$ cat src/rtl/gcd_requester_if.sv
// rtl/gcd_requester_if.sv - client and engine handshake signals for the GCD requester
interface gcd_requester_if;
    logic        in_valid;
    logic [15:0] in_a;
    logic [15:0] in_b;
    logic        in_ready;
    logic        start;
    logic [15:0] a;
    logic [15:0] b;
    logic        done;
    logic [15:0] gcd;
    logic        out_valid;
    logic [15:0] out_gcd;
    logic        out_err;
    logic        out_ready;

    modport slave (
        input  in_valid, in_a, in_b, done, gcd, out_ready,
        output in_ready, start, a, b, out_valid, out_gcd, out_err
    );

    modport master (
        output in_valid, in_a, in_b, done, gcd, out_ready,
        input  in_ready, start, a, b, out_valid, out_gcd, out_err
    );
endinterface

$ cat src/rtl/gcd_requester.sv
// rtl/gcd_requester.sv - issues one job to a GCD engine and returns its result or a timeout
module gcd_requester #(
    parameter logic [16:0] TIMEOUT = 17'd70000
) (
    input logic            clk,
    input logic            rst_n,
    gcd_requester_if.slave bus
);
    typedef enum logic [2:0] {IDLE, ISSUE, WAIT_DONE, DRAIN, RESP} state_t;

    state_t      state_q, state_d;
    logic [15:0] op_a_q, op_a_d;
    logic [15:0] op_b_q, op_b_d;
    logic [15:0] a_q, a_d;
    logic [15:0] b_q, b_d;
    logic        start_q, start_d;
    logic        out_valid_q, out_valid_d;
    logic [15:0] out_gcd_q, out_gcd_d;
    logic        out_err_q, out_err_d;
    logic [16:0] cnt_q, cnt_d;

    always_comb begin
        state_d     = state_q;
        op_a_d      = op_a_q;
        op_b_d      = op_b_q;
        a_d         = a_q;
        b_d         = b_q;
        start_d     = 1'b0;
        out_valid_d = out_valid_q;
        out_gcd_d   = out_gcd_q;
        out_err_d   = out_err_q;
        cnt_d       = cnt_q;
        case (state_q)
            IDLE: begin
                if (bus.in_valid) begin
                    op_a_d  = bus.in_a;
                    op_b_d  = bus.in_b;
                    a_d     = bus.in_a;
                    b_d     = bus.in_b;
                    start_d = 1'b1;
                    state_d = ISSUE;
                end
            end
            ISSUE: begin
                cnt_d   = 17'd0;
                state_d = WAIT_DONE;
            end
            WAIT_DONE: begin
                if (bus.done) begin
                    out_gcd_d = bus.gcd;
                    out_err_d = 1'b0;
                    state_d   = DRAIN;
                end else begin
                    cnt_d = cnt_q + 17'd1;
                    if (cnt_d == TIMEOUT) begin
                        out_gcd_d   = 16'd0;
                        out_err_d   = 1'b1;
                        out_valid_d = 1'b1;
                        a_d         = 16'd0;
                        b_d         = 16'd0;
                        state_d     = RESP;
                    end
                end
            end
            // The engine holds done for two cycles; wait it out so the
            // second cycle is neither recaptured nor overlapped by a new start.
            DRAIN: begin
                if (!bus.done) begin
                    out_valid_d = 1'b1;
                    a_d         = 16'd0;
                    b_d         = 16'd0;
                    state_d     = RESP;
                end
            end
            RESP: begin
                if (bus.out_ready) begin
                    out_valid_d = 1'b0;
                    state_d     = IDLE;
                end
            end
            default: state_d = IDLE;
        endcase
    end

    always_ff @(posedge clk) begin
        if (!rst_n) begin
            state_q     <= IDLE;
            op_a_q      <= 16'd0;
            op_b_q      <= 16'd0;
            a_q         <= 16'd0;
            b_q         <= 16'd0;
            start_q     <= 1'b0;
            out_valid_q <= 1'b0;
            out_gcd_q   <= 16'd0;
            out_err_q   <= 1'b0;
            cnt_q       <= 17'd0;
        end else begin
            state_q     <= state_d;
            op_a_q      <= op_a_d;
            op_b_q      <= op_b_d;
            a_q         <= a_d;
            b_q         <= b_d;
            start_q     <= start_d;
            out_valid_q <= out_valid_d;
            out_gcd_q   <= out_gcd_d;
            out_err_q   <= out_err_d;
            cnt_q       <= cnt_d;
        end
    end

    assign bus.in_ready  = (state_q == IDLE);
    assign bus.start     = start_q;
    assign bus.a         = a_q;
    assign bus.b         = b_q;
    assign bus.out_valid = out_valid_q;
    assign bus.out_gcd   = out_gcd_q;
    assign bus.out_err   = out_err_q;
endmodule

$ cat src/flat_wrapper.sv
// flat-port wrapper written by rule: the top's interface ports become plain ports
module gcd_requester_flat 
#(
    parameter logic [16:0] TIMEOUT = 17'd70000
)
  (clk, rst_n, bus_in_valid, bus_in_a, bus_in_b, bus_done, bus_gcd, bus_out_ready, bus_in_ready, bus_start, bus_a, bus_b, bus_out_valid, bus_out_gcd, bus_out_err);
  gcd_requester_if bus_i ();
  input logic clk;
  input logic rst_n;
  input wire logic [$bits(bus_i.in_valid)-1:0] bus_in_valid;
  input wire logic [$bits(bus_i.in_a)-1:0] bus_in_a;
  input wire logic [$bits(bus_i.in_b)-1:0] bus_in_b;
  input wire logic [$bits(bus_i.done)-1:0] bus_done;
  input wire logic [$bits(bus_i.gcd)-1:0] bus_gcd;
  input wire logic [$bits(bus_i.out_ready)-1:0] bus_out_ready;
  output wire logic [$bits(bus_i.in_ready)-1:0] bus_in_ready;
  output wire logic [$bits(bus_i.start)-1:0] bus_start;
  output wire logic [$bits(bus_i.a)-1:0] bus_a;
  output wire logic [$bits(bus_i.b)-1:0] bus_b;
  output wire logic [$bits(bus_i.out_valid)-1:0] bus_out_valid;
  output wire logic [$bits(bus_i.out_gcd)-1:0] bus_out_gcd;
  output wire logic [$bits(bus_i.out_err)-1:0] bus_out_err;
  assign bus_i.in_valid = bus_in_valid;
  assign bus_i.in_a = bus_in_a;
  assign bus_i.in_b = bus_in_b;
  assign bus_i.done = bus_done;
  assign bus_i.gcd = bus_gcd;
  assign bus_i.out_ready = bus_out_ready;
  assign bus_in_ready = bus_i.in_ready;
  assign bus_start = bus_i.start;
  assign bus_a = bus_i.a;
  assign bus_b = bus_i.b;
  assign bus_out_valid = bus_i.out_valid;
  assign bus_out_gcd = bus_i.out_gcd;
  assign bus_out_err = bus_i.out_err;
  gcd_requester #(.TIMEOUT(TIMEOUT)) u_core (.clk(clk), .rst_n(rst_n), .bus(bus_i));
endmodule
$ cat config.mk
export PLATFORM = sky130hd
export DESIGN_NAME = gcd_requester_flat
export DESIGN_NICKNAME = d
export VERILOG_FILES = /design/src/rtl/gcd_requester_if.sv /design/src/rtl/gcd_requester.sv /design/src/flat_wrapper.sv
export SDC_FILE = /design/constraint.sdc
export NUM_CORES = 1
export LEC_CHECK = 0
export ABC_CLOCK_PERIOD_IN_PS = 3050
export CAP_MARGIN = 5
export CORE_ASPECT_RATIO = 2
export CORE_MARGIN = 1.5
export CORE_UTILIZATION = 39
export DETAILED_ROUTE_END_ITERATION = 12
export PLACE_DENSITY = 0.69
export SLEW_MARGIN = 10
export SYNTH_ARGS = -nofsm -noshare
export SYNTH_HDL_FRONTEND = slang
export SYNTH_SLANG_ARGS = --single-unit
$ cat constraint.sdc
create_clock -name clk -period 3.05 [get_ports clk]
set_clock_uncertainty 0.1 [all_clocks]
set_input_delay 0.4575 -clock clk [delete_from_list [all_inputs] [get_ports clk]]
set_output_delay 0.4575 -clock clk [all_outputs]
set_load 0.005 [all_outputs]
==> flow_metrics.env <==
export IMPL_status="completed"
export IMPL_rows=50
export IMPL_cts_tree="yes"
export IMPL_ctsResizeCount=0
export IMPL_port_buffers=104
export IMPL_timing_setup_tns_ns=0
export IMPL_drt_iter0_drc=201
export IMPL_worstHoldPathCells=2
export IMPL_yosys_warnings=0
export IMPL_first_global_vias=3457
export IMPL_drc_errors=0
export IMPL_netlist_area_mm2=0.00373
export IMPL_diodes=0
export IMPL_instances_no_fill=611
export IMPL_r2r_cells=8
export IMPL_synth_nets=467
export IMPL_crit_arrival_ns=2.89
export IMPL_dr_pass1_iters=4
export IMPL_antenna_found_initial=0
export IMPL_syn_avg_cell_area_um2=9.06
export IMPL_cts_hold_buffers_added=0
export IMPL_cp_cell_sequence="ha_1 > nand3_2 > nor3_2 > mux2_4 > nand4b_2 > o31ai_4 > buf_4 > a211oi_1"
export IMPL_p_seq_share_pct=38.7
export IMPL_grt_pass1_wl_mm=16.8
export IMPL_rsz0062_at_grt="false"
export IMPL_syn_inst=412
export IMPL_irDropWorstVdd_mv=0.461
export IMPL_required_ns=3.16
export IMPL_r2r_setup_slack_ns=0.26
export IMPL_setup_viol=0
export IMPL_syn_to_final_growth_pct=39.0
export IMPL_slowest_delay_ns=0.46
export IMPL_fin_crit_sh_pct=91.4
export IMPL_ys_types=62
export IMPL_grt_total_usage_pct=20.5
export IMPL_vias_per_cell=5.83
export IMPL_place_gp_congestion=0.867
export IMPL_vias=3560
export IMPL_synth_seq_area_share_pct=38.1
export IMPL_drive_gt1_share_pct=17.2
export IMPL_sw_frac_of_total_pct=25.9
export IMPL_max_slew_margin_pct=53.5
export IMPL_dieArea_mm2=0.0102
export IMPL_async_reset_ff_share_pct=0
export IMPL_die_w_um=72.2
export IMPL_htree_levels=3
export IMPL_hold_start="u_core.bus.out_valid"
export IMPL_crit_path_end_kind="flip-flop"
export IMPL_rr_startpoint="u_core.cnt_q[0]"
export IMPL_grt_start_max_net_pins=51
export IMPL_grt_overflow=0
export IMPL_wl_per_cell_um=16.9
export IMPL_max_freq_mhz=359
export IMPL_clockBufferDepth=2
export IMPL_synth_top_cell_by_area="dfxtp_1"
export IMPL_wl_mm=10.3
export IMPL_hold_viol_final=0
export IMPL_synth_area_leaders="dfxtp_1 (38%), a311oi_2 (12%), a21oi_1 (11%)"
export IMPL_die_h_um=141
export IMPL_numCtsBuffers=9
export IMPL_cap_violations=0
export IMPL_post_route_min_period_ns=2.79
export IMPL_coreArea_mm2=0.00932
export IMPL_final_max_slew_viol_count=0
export IMPL_p_sw_uw=661
export IMPL_leakage_nw=1.67
export IMPL_worst_hold_path_endpoint="u_core.bus.out_valid"
export IMPL_post_cts_buffers=0
export IMPL_fin_nets=557
export IMPL_cts_sinks=71
export IMPL_clkPwrFrac_pct=43.7
export IMPL_crit_path_start_kind="flip-flop"
export IMPL_start_util_pct=40.0
export IMPL_insertion_delay_ns=0.32
export IMPL_nFillCells=838
export IMPL_min_path_type="reg2reg"
export IMPL_worst_pin_slew_ns=0.698
export IMPL_power_frac_comb_pct=17.6
export IMPL_dp_hpwl_mm=7.33
export IMPL_synth_top_area_share_pct=38.1
export IMPL_cp_slowest_cell="dfxtp_1"
export IMPL_power_density_mw_per_mm2=493
export IMPL_p_int_mw=1.89
export IMPL_critPathKind="reg2reg"
export IMPL_r2r_end="u_core.bus.out_gcd[15]"
export IMPL_synth_ff_type="dfxtp_1"
export IMPL_path_clk_slew_ns=0.06
export IMPL_ys_ff_latch=71
export IMPL_cts_root_buffer="clkbuf_16"
export IMPL_ioPinCount=105
export IMPL_cp_max_fo=16
export IMPL_detail_route_antenna_nets=0
export IMPL_synth_edf_count=0
export IMPL_placed_cells=595
-- per-stage QoR --
stage | total power, mW | hold slack, ns | area (um^2) | setup slack [ns] | util [%]
final | 2.56 | 0.378 | 5190 | 0.263 | 55.6
after global routing | 2.66 | 0.410 | 5190 | 0.0573 | 55.6
after CTS | 2.58 | 0.386 | 5190 | 0.267 | 55.6
after detailed placement | 1.46 | 0.371 | 4870 | 0.284 | 52.3
after global placement | 1.45 | 0.366 | 4870 | 0.423 | 52.3
after floorplan | 1.25 | 0.359 | 3730 | 0.539 | -
-- cells in the mapped netlist, drive strengths merged, types with 3 or more instances --
library cell / instances
a21oi: 82
nor4: 3
buf: 13
nand4: 4
nor2: 20
nand2: 45
a311oi: 36
nor2b: 3
a211oi: 16
o21ai: 15
inv: 4
nor3: 10
and4: 3
nand3: 11
nand4b: 6
nand2b: 8
clkbuf: 25
dfxtp: 71
-- final cells by class --
type                       instances  area, um^2  area share, %
multi-input combinational        299        2130           41.1
sequential                        71        1420           27.4
timing repair buffer             117        1180           22.7
clock buffer                      11         233           4.49
tap                              104         130           2.51
clock inverter                     5        81.3           1.57
inverter                           4        15.0          0.290
-- kinds of logic (layout without fill, tap and decap cells) --
logic type | after synthesis | after routing | synth area share, %
flip-flops | 71 | 71 | 38.1
adder cells (fa/ha/maj) | 2 | 2 | 0.670
multiplexers | 4 | 4 | 1.34
buffers and inverters | 42 | 137 | 5.36
XOR/XNOR | 2 | 2 | 0.469
AO/OA/AOI/OAI | 167 | 167 | 36.0
AND/OR/NAND/NOR | 124 | 124 | 18.1
-- worst max-delay path, delay by kind of cell (launching register included) --
family                     cells  cell delay (ns)
AOI/OAI and AO/OA              2             0.38
adders and majority gates      1             0.35
buffers and inverters          1             0.28
DFF                            1             0.46
muxes                          1             0.35
and+or+nand+nor                3             0.73
-- power groups by stage --
stage / logic, mW / clock network (mW) / registers, mW
global placement: 0.444 / 0 / 1.01
finish: 0.451 / 1.12 / 0.989
detailed placement: 0.452 / 0 / 1.01
global route: 0.488 / 1.18 / 0.993
floorplan: 0.242 / 0 / 1.01
CTS: 0.453 / 1.14 / 0.988
-- layout by cell type, fill, tap and decap left out, types with 3 or more instances in the layout --
cell type / n
nand2_1: 44
o21ai_0: 9
a211oi_1: 6
nand4b_1: 5
nor2_1: 18
buf_12: 3
buf_4: 10
a311oi_1: 6
dfxtp_1: 71
o21ai_1: 5
a211oi_2: 10
nand3_1: 10
nor2b_1: 3
a21oi_1: 81
nand2b_1: 8
clkbuf_16: 9
nor3_1: 9
clkdlybuf4s50_1: 104
a311oi_2: 30
-- registers in the layout, summed over array words and instances (netlist names) --
register              flops
u_core.bus.start          1
u_core.state_q            3
u_core.cnt_q             17
u_core.bus.out_gcd       16
u_core.bus.out_err        1
u_core.bus.b             16
u_core.bus.a             16
u_core.bus.out_valid      1
-- worst max-delay path by stage --
stage,startpoint,to,slack (ns),depth (start not counted)
finish,u_core.cnt_q[0],u_core.bus.out_gcd[15],0.26,8
global route,u_core.cnt_q[0],u_core.bus.out_gcd[15],0.06,8
CTS,u_core.cnt_q[0],u_core.bus.out_gcd[15],0.27,8
detailed placement,u_core.cnt_q[0],u_core.bus.out_gcd[15],0.28,8
global placement,u_core.cnt_q[2],u_core.bus.a[1],0.42,7
floorplan,u_core.cnt_q[0],u_core.bus.out_gcd[10],0.54,8
-- routing by layer --
layer	part of all wire, %	track usage, %
met1	38	23.0
met2	54	35.7
met3	5.0	5.47
met4	2.2	8.74
met5	0	0
Note: power is estimated with default switching activity, not from simulation.
